[src/rtl/mantissa_normalize_pkg.sv]
// Shared floating-point constants and FSM encodings for the adder datapath.
package mantissa_normalize_pkg;

    localparam int EXP_W   = 4;
    localparam int MAN_W   = 7;
    localparam int EXP_MAX = (1 << EXP_W) - 1;

    typedef enum logic [1:0] {
        S_IDLE  = 2'd0,
        S_SHIFT = 2'd1,
        S_DONE  = 2'd2
    } norm_state_e;

    // Largest exponent code for a given field width.
    function automatic int exp_max(input int w);
        return (1 << w) - 1;
    endfunction

endpackage

[src/rtl/mantissa_normalize_if.sv]
// Operand/result handshake bundle for the normalizer. The master drives
// operands and accepts results; the slave is the normalizer itself.
interface mantissa_normalize_if #(
    parameter int EXP_W = mantissa_normalize_pkg::EXP_W,
    parameter int MAN_W = mantissa_normalize_pkg::MAN_W
);
    logic                     in_valid;
    logic                     in_ready;
    logic [MAN_W+1:0]         sum_m;
    logic [EXP_W-1:0]         exp_in;
    logic                     sign_in;
    logic                     out_valid;
    logic                     out_ready;
    logic [EXP_W+MAN_W:0]     result;
    logic                     overflow;
    logic                     underflow;

    modport master (
        output in_valid, sum_m, exp_in, sign_in, out_ready,
        input  in_ready, out_valid, result, overflow, underflow
    );

    modport slave (
        input  in_valid, sum_m, exp_in, sign_in, out_ready,
        output in_ready, out_valid, result, overflow, underflow
    );
endinterface

[src/rtl/mantissa_normalize_norm_step.sv]
// One normalization step: decides whether the mantissa is finished and,
// if not, computes the shifted mantissa and adjusted exponent.
module norm_step #(
    parameter int EXP_W = 4,
    parameter int MAN_W = 7
) (
    input  logic [MAN_W+1:0] m_i,
    input  logic [EXP_W-1:0] exp_i,
    output logic [MAN_W+1:0] m_d,
    output logic [EXP_W-1:0] exp_d,
    output logic             done_o,
    output logic             ovf_o,
    output logic             unf_o
);
    import mantissa_normalize_pkg::*;

    localparam logic [EXP_W-1:0] EXP_LIM = EXP_W'(exp_max(EXP_W));
    localparam logic [EXP_W-1:0] EXP_ONE = EXP_W'(1);

    // Priority: zero, carry (right shift or saturate), already normal,
    // exponent exhausted (flush), otherwise one left shift.
    always_comb begin
        m_d    = m_i;
        exp_d  = exp_i;
        done_o = 1'b0;
        ovf_o  = 1'b0;
        unf_o  = 1'b0;
        if (m_i == '0) begin
            exp_d  = '0;
            done_o = 1'b1;
        end else if (m_i[MAN_W+1]) begin
            done_o = 1'b1;
            if (exp_i == EXP_LIM) begin
                m_d   = '0;
                ovf_o = 1'b1;
            end else begin
                m_d   = m_i >> 1;
                exp_d = exp_i + EXP_ONE;
            end
        end else if (m_i[MAN_W]) begin
            done_o = 1'b1;
        end else if (exp_i <= EXP_ONE) begin
            m_d    = '0;
            exp_d  = '0;
            unf_o  = 1'b1;
            done_o = 1'b1;
        end else begin
            m_d   = m_i << 1;
            exp_d = exp_i - EXP_ONE;
        end
    end
endmodule

[src/rtl/mantissa_normalize.sv]
// Post-add mantissa normalizer: accepts a raw adder mantissa and exponent,
// shifts one position per cycle until normal, then holds the packed result
// until the consumer takes it.
module mantissa_normalize #(
    parameter int EXP_W = mantissa_normalize_pkg::EXP_W,
    parameter int MAN_W = mantissa_normalize_pkg::MAN_W
) (
    input  logic                 clk,
    input  logic                 rst_n,
    mantissa_normalize_if.slave  bus
);
    import mantissa_normalize_pkg::*;

    norm_state_e        state_q;
    logic               in_ready_q;
    logic               out_valid_q;
    logic [MAN_W+1:0]   m_q;
    logic [EXP_W-1:0]   exp_q;
    logic               sign_q;
    logic               ovf_q;
    logic               unf_q;

    logic [MAN_W+1:0]   m_d;
    logic [EXP_W-1:0]   exp_d;
    logic               step_done;
    logic               step_ovf;
    logic               step_unf;

    norm_step #(
        .EXP_W (EXP_W),
        .MAN_W (MAN_W)
    ) u_norm_step (
        .m_i    (m_q),
        .exp_i  (exp_q),
        .m_d    (m_d),
        .exp_d  (exp_d),
        .done_o (step_done),
        .ovf_o  (step_ovf),
        .unf_o  (step_unf)
    );

    // Control FSM with registered handshake outputs and working registers.
    // The result is read straight from the working registers, so it is
    // frozen for as long as the FSM sits in DONE.
    always_ff @(posedge clk or negedge rst_n) begin
        if (!rst_n) begin
            state_q     <= S_IDLE;
            in_ready_q  <= 1'b1;
            out_valid_q <= 1'b0;
            m_q         <= '0;
            exp_q       <= '0;
            sign_q      <= 1'b0;
            ovf_q       <= 1'b0;
            unf_q       <= 1'b0;
        end else begin
            case (state_q)
                S_IDLE: begin
                    if (bus.in_valid) begin
                        m_q        <= bus.sum_m;
                        exp_q      <= bus.exp_in;
                        sign_q     <= bus.sign_in;
                        ovf_q      <= 1'b0;
                        unf_q      <= 1'b0;
                        in_ready_q <= 1'b0;
                        state_q    <= S_SHIFT;
                    end
                end
                S_SHIFT: begin
                    m_q   <= m_d;
                    exp_q <= exp_d;
                    ovf_q <= step_ovf;
                    unf_q <= step_unf;
                    if (step_done) begin
                        out_valid_q <= 1'b1;
                        state_q     <= S_DONE;
                    end
                end
                S_DONE: begin
                    if (bus.out_ready) begin
                        out_valid_q <= 1'b0;
                        in_ready_q  <= 1'b1;
                        state_q     <= S_IDLE;
                    end
                end
                default: begin
                    out_valid_q <= 1'b0;
                    in_ready_q  <= 1'b1;
                    state_q     <= S_IDLE;
                end
            endcase
        end
    end

    assign bus.in_ready  = in_ready_q;
    assign bus.out_valid = out_valid_q;
    assign bus.result    = {sign_q, exp_q, m_q[MAN_W-1:0]};
    assign bus.overflow  = ovf_q;
    assign bus.underflow = unf_q;
endmodule
[src/flat_wrapper.sv]
// flat-port wrapper written by rule: the top's interface ports become plain ports
module mantissa_normalize_flat import mantissa_normalize_pkg::*;
#(
    parameter int EXP_W = mantissa_normalize_pkg::EXP_W,
    parameter int MAN_W = mantissa_normalize_pkg::MAN_W
)
  (clk, rst_n, bus_in_valid, bus_sum_m, bus_exp_in, bus_sign_in, bus_out_ready, bus_in_ready, bus_out_valid, bus_result, bus_overflow, bus_underflow);
  mantissa_normalize_if #(.EXP_W(EXP_W), .MAN_W(MAN_W)) bus_i ();
  input  logic clk;
  input  logic rst_n;
  input wire logic [$bits(bus_i.in_valid)-1:0] bus_in_valid;
  input wire logic [$bits(bus_i.sum_m)-1:0] bus_sum_m;
  input wire logic [$bits(bus_i.exp_in)-1:0] bus_exp_in;
  input wire logic [$bits(bus_i.sign_in)-1:0] bus_sign_in;
  input wire logic [$bits(bus_i.out_ready)-1:0] bus_out_ready;
  output wire logic [$bits(bus_i.in_ready)-1:0] bus_in_ready;
  output wire logic [$bits(bus_i.out_valid)-1:0] bus_out_valid;
  output wire logic [$bits(bus_i.result)-1:0] bus_result;
  output wire logic [$bits(bus_i.overflow)-1:0] bus_overflow;
  output wire logic [$bits(bus_i.underflow)-1:0] bus_underflow;
  assign bus_i.in_valid = bus_in_valid;
  assign bus_i.sum_m = bus_sum_m;
  assign bus_i.exp_in = bus_exp_in;
  assign bus_i.sign_in = bus_sign_in;
  assign bus_i.out_ready = bus_out_ready;
  assign bus_in_ready = bus_i.in_ready;
  assign bus_out_valid = bus_i.out_valid;
  assign bus_result = bus_i.result;
  assign bus_overflow = bus_i.overflow;
  assign bus_underflow = bus_i.underflow;
  mantissa_normalize #(.EXP_W(EXP_W), .MAN_W(MAN_W)) u_core (.clk(clk), .rst_n(rst_n), .bus(bus_i));
endmodule
[config.mk]
export PLATFORM = sky130hd
export DESIGN_NAME = mantissa_normalize_flat
export DESIGN_NICKNAME = d
export VERILOG_FILES = /design/src/rtl/mantissa_normalize_pkg.sv /design/src/rtl/mantissa_normalize_if.sv /design/src/rtl/mantissa_normalize_norm_step.sv /design/src/rtl/mantissa_normalize.sv /design/src/flat_wrapper.sv
export SDC_FILE = /design/constraint.sdc
export NUM_CORES = 1
export LEC_CHECK = 0
export CAP_MARGIN = 20
export CORE_AREA = 8 8 62 64
export DETAILED_ROUTE_END_ITERATION = 8
export DIE_AREA = 0 0 70 72
export GPL_ROUTABILITY_DRIVEN = 0
export PLACE_DENSITY = 0.8
export SLEW_MARGIN = 40
export SYNTH_ARGS = -nofsm -noshare
export SYNTH_HDL_FRONTEND = slang
export SYNTH_SLANG_ARGS = --single-unit
[constraint.sdc]
create_clock -name clk -period 2.4 [get_ports clk]
set_clock_uncertainty 0.15 [all_clocks]
set_input_delay 0.36 -clock clk [delete_from_list [all_inputs] [get_ports clk]]
set_output_delay 0.36 -clock clk [all_outputs]
set_load 0.02 [all_outputs]
==> results by stage <==
Run status:
- The run finished with clean final reports.

Yosys:
- A synthesized cell averages a little under 9 um2.
- The biggest area contributor in the post-synthesis netlist is sky130_fd_sc_hd__dfrtp_1.
- Ranked by total cell area, the synthesized netlist is headed by sky130_fd_sc_hd__dfrtp_1, sky130_fd_sc_hd__nand2_1, sky130_fd_sc_hd__buf_4.
- In the synthesized netlist, the cells that appear most often are sky130_fd_sc_hd__nand2_1, sky130_fd_sc_hd__dfrtp_1, sky130_fd_sc_hd__nor2_1, sky130_fd_sc_hd__a21oi_1, sky130_fd_sc_hd__buf_4.
- In the synthesized netlist the async set-or-reset flop fraction comes to between 90% and 100%.
- The Yosys step of the flow raised 0 warnings.
- The number of synthesized register bits is 20.
- Counting every net in the synthesized netlist gives approximately 160.
- Synthesis instantiated 40 different standard cells from the library.
- The most instantiated library cell after synthesis is sky130_fd_sc_hd__nand2_1.
- The cell area that synthesis handed to floorplanning was 1250 um2.
- In this run, synthesis inferred 0 flip-flops with an integrated enable.
- The number of instances in the synthesized netlist is 141.
- The most instantiated flip-flop cell in the synthesis netlist is sky130_fd_sc_hd__dfrtp_1.
- Summed over its instances, the top area cell type makes up between 30 and 40% of the synthesized netlist area.
- The sequential-to-total area share from yosys stat is between 40% and 50%.

GRT:
- In the global route stage, overall resource usage came out at 13.2%.
- The initial antenna violation count is 0.
- After global routing the overflow that remains totals 0.
- The number of global-route vias before repair was between 1000 and 1500.
- Entering global routing, the biggest net connects 21 pins.
- The global-route wire length before repair is 5.60 mm.

Drt:
- The detail route stage leaves a number of antenna-violating nets equal to 0.
- The first detailed-routing pass took 4 iterations.
- After detailed routing, the number of vias per cell comes to approximately 5.7.
- After detailed routing, the number of remaining DRC violations is 0.
- The routed wirelength normalized by instance count is between 15 and 20 um.
- The total wirelength of the detailed-routed design is 3.25 mm.
- The total via count after detailed routing is approximately 1100.
- The first routing iteration left 78 violations.

Floorplan:
- The starting density of the core is a little over two fifths.
- The number of ports placed on the die boundary is 34.
- The core region is just under 3000 um2.
- The die is 70 um wide.
- The floorplan has 20 rows.
- In this run the vertical extent of the chip is between 70 and 80 um.
- The die area is about 5000 um2.

Power and ir drop:
- The clock share of power is 7.7%.
- The fraction of power consumed by combinational cells is around three fifths.
- For this design the ratio of total power to cell area is around 1400 nW/um2.
- The design internal power is approximately 0.0011 W.
- The worst vdd rail ir drop is between 0.7 and 0.8 mV.
- For this design the static power due to leakage is 0.662 nW.
- The switching portion of total power is 48.6%.
- The switching power is between 0.001 and 0.0015 W.
- The sequential power share is about a third.

Clocking:
- After clock tree synthesis, the setup repair step added 0 buffers.
- The total CTS buffers is 3.
- The number of resized instances in the post-cts repair step is 0.
- TritonCTS built the clock tree.
- The clock reaches the later pin of the worst-skew pair after about 0.31 ns.
- Clock tree synthesis selected as its root buffer the cell sky130_fd_sc_hd__clkbuf_4.
- After clock tree synthesis, the clock-pin slew on the worst setup and hold paths is ~0.12 ns.
- The longest clock path from root to sink contains 2 buffers.
- The H-tree depth is 1.
- In this run, post-CTS hold repair placed 0 buffers.
- Counting every sink on the clock net gives 20.

STA:
- At the pin with the least slew margin, the transition time is ~0.46 ns.
- The relative slew slack is 69.4%.
- The routed design could run at a clock period as short as 2.05 ns.
- The post-route fraction of the period consumed by the critical path is between 80% and 90%.
- Static timing analysis puts the maximum clock frequency at ~500 MHz.
- For the final routed database, the setup TNS stands at 0 ns.
- The number of hold violations in the final report is 0.
- Setup repair after global routing left no endpoint under its margin.
- The final setup violation count is 0.
- The max-slew violation total from the final report is 0.

Setup path:
- The worst register-to-register path ends at u_core.m_q[7]$_DFFE_PN0P_.
- The most critical setup path has its startpoint at u_core.exp_q[2]$_DFFE_PN0P_.
- The signal arrival time at the worst endpoint is ~1.5 ns.
- Traced cell by cell, the critical path runs through clkdlybuf4s50_1.
- The largest driver fanout on the critical path is 10.
- The sum of buffers and inverters on the critical path is 1.
- The largest single stage delay on the critical path is about 0.67 ns.
- The nature of the critical path endpoint is a primary output.
- The reg-to-reg setup timing slack is approximately 0.38 ns.
- The cell class contributing the biggest share of worst-path delay is buffers and inverters.
- At the worst endpoint, the required time is roughly 1.9 ns.
- In this run the critical register-to-register path is launched from u_core.exp_q[0]$_DFFE_PN0P_.
- The cell at the slowest stage of the critical path is sky130_fd_sc_hd__clkdlybuf4s50_1.
- The category of the most critical setup path is reg2out.
- The worst setup path is launched from a flip-flop.
- The length in cells of the worst reg-to-reg path is 7.

Finish:
- The combined area of the multi-input logic cells is about 630 um2.
- At the end of the flow, the number of nets in the layout was between 150 and 200.
- The combined flip-flop and latch cell area is between 500 and 600 um2.
- The area of all placed cells without fillers is approximately 1600 um2.
- In the final layout, the share of cells above drive strength 1 is approximately a tenth.
- The diode insertion count for antenna repair is 0.
- Compared with the post-synthesis result, the final layout area differs by 26.6%.
- The number of filler instances in the final layout is about 270.

Placement:
- The cell area after placement is ~1600 um2.
- Detailed placement finished with a half-perimeter wire length of roughly 2.4 mm.
- The quantity of I/O buffers inserted on ports is 33.

Worst hold path:
- The class of the tightest hold or removal check is in2async.

Job:
- The tool flagged a number of max-cap violations equal to 0.
[power by group through the flow]
| stage | clock (W) | combinational, W | sequential [W] |
|---|---|---|---|
| 2_1_floorplan | 0 | 0.000982 | 0.000704 |
| 3_3_place_gp | 0 | 0.00129 | 0.000716 |
| 3_5_place_dp | 0 | 0.00134 | 0.000731 |
| 4_1_cts | 0.000176 | 0.00134 | 0.000725 |
| 5_1_grt | 0.000188 | 0.00146 | 0.000765 |
| 6_report | 0.000173 | 0.00133 | 0.000731 |
[placed cells by master, fill, tap and decap left out, drive strengths merged, types with 2 or more instances in the layout]
cell,netlist,final
ha,3,3
buf,14,5
dfrtp,19,19
or3,2,2
nor3b,2,2
nor2b,2,2
a21oi,9,9
inv,5,5
a31oi,4,4
a21o,3,3
o21ai,15,15
nand3,5,5
nor4,2,2
nand2,20,20
nor2,11,11
o31ai,2,2
clkdlybuf4s50,0,33
nand2b,2,2
a221oi,2,2
clkbuf,1,4
a221o,5,5
[how the worst max path moves through the flow]
stage | slack [ns] | to | cells past startpoint
floorplan | 0.46 | u_core.m_q[7]$_DFFE_PN0P_ | 7
global placement | 0.51 | u_core.m_q[7]$_DFFE_PN0P_ | 7
detailed placement | 0.43 | u_core.m_q[7]$_DFFE_PN0P_ | 7
CTS | 0.37 | bus_result[9] | 1
global route | 0.28 | u_core.m_q[7]$_DFFE_PN0P_ | 7
finish | 0.35 | bus_result[9] | 1
[final cells by class]
| class | instances | share of cell area [%] |
|---|---|---|
| clock buffers | 4 | 1.66 |
| flip-flops and latches | 20 | 31.6 |
| well taps | 33 | 2.60 |
| inverters | 5 | 1.18 |
| multi-input cells | 101 | 39.7 |
| repair buffers | 38 | 23.2 |
[per-layer routing]
metal	up-vias	routed length (um)	track usage, %
met1	527	1380	15.6
met5	-	0	0
li1	567	-	-
met3	5	237	4.09
met2	48	1580	21.8
met4	0	43	5.36
[per-stage QoR]
stage | total power, W | std cells | utilization, % | hold slack (ns) | worst slack [ns]
global placement | 0.00200 | 197 | 53.7 | 0.308 | 0.505
detailed placement | 0.00207 | 197 | 53.7 | 0.316 | 0.431
global route | 0.00241 | 201 | 54.6 | 0.241 | 0.282
finish | 0.00223 | 201 | 54.6 | 0.222 | 0.350
floorplan | 0.00169 | 141 | - | -0.0856 | 0.462
CTS | 0.00224 | 201 | 54.6 | 0.241 | 0.366
[logic make-up (layout without fill, tap and decap cells)]
family / Yosys count / count (layout) / share of synthesized area, %
adder cells (fa/ha/maj): 3 / 3 / 3.00
AO/OA/AOI/OAI: 48 / 48 / 28.3
flip-flops: 20 / 20 / 40.1
buffers and inverters: 20 / 47 / 9.69
AND/OR/NAND/NOR: 50 / 50 / 19.0
[state kept, by name (all words and copies together) (netlist names)]
register              cells
u_core.m_q                9
u_core.exp_q              4
u_core.state_q            2
u_core.bus.in_ready       1
u_core.bus.out_valid      1
u_core.bus.overflow       1
u_core.bus.underflow      1
u_core.sign_q             1
(Power assumes the default switching activity.)
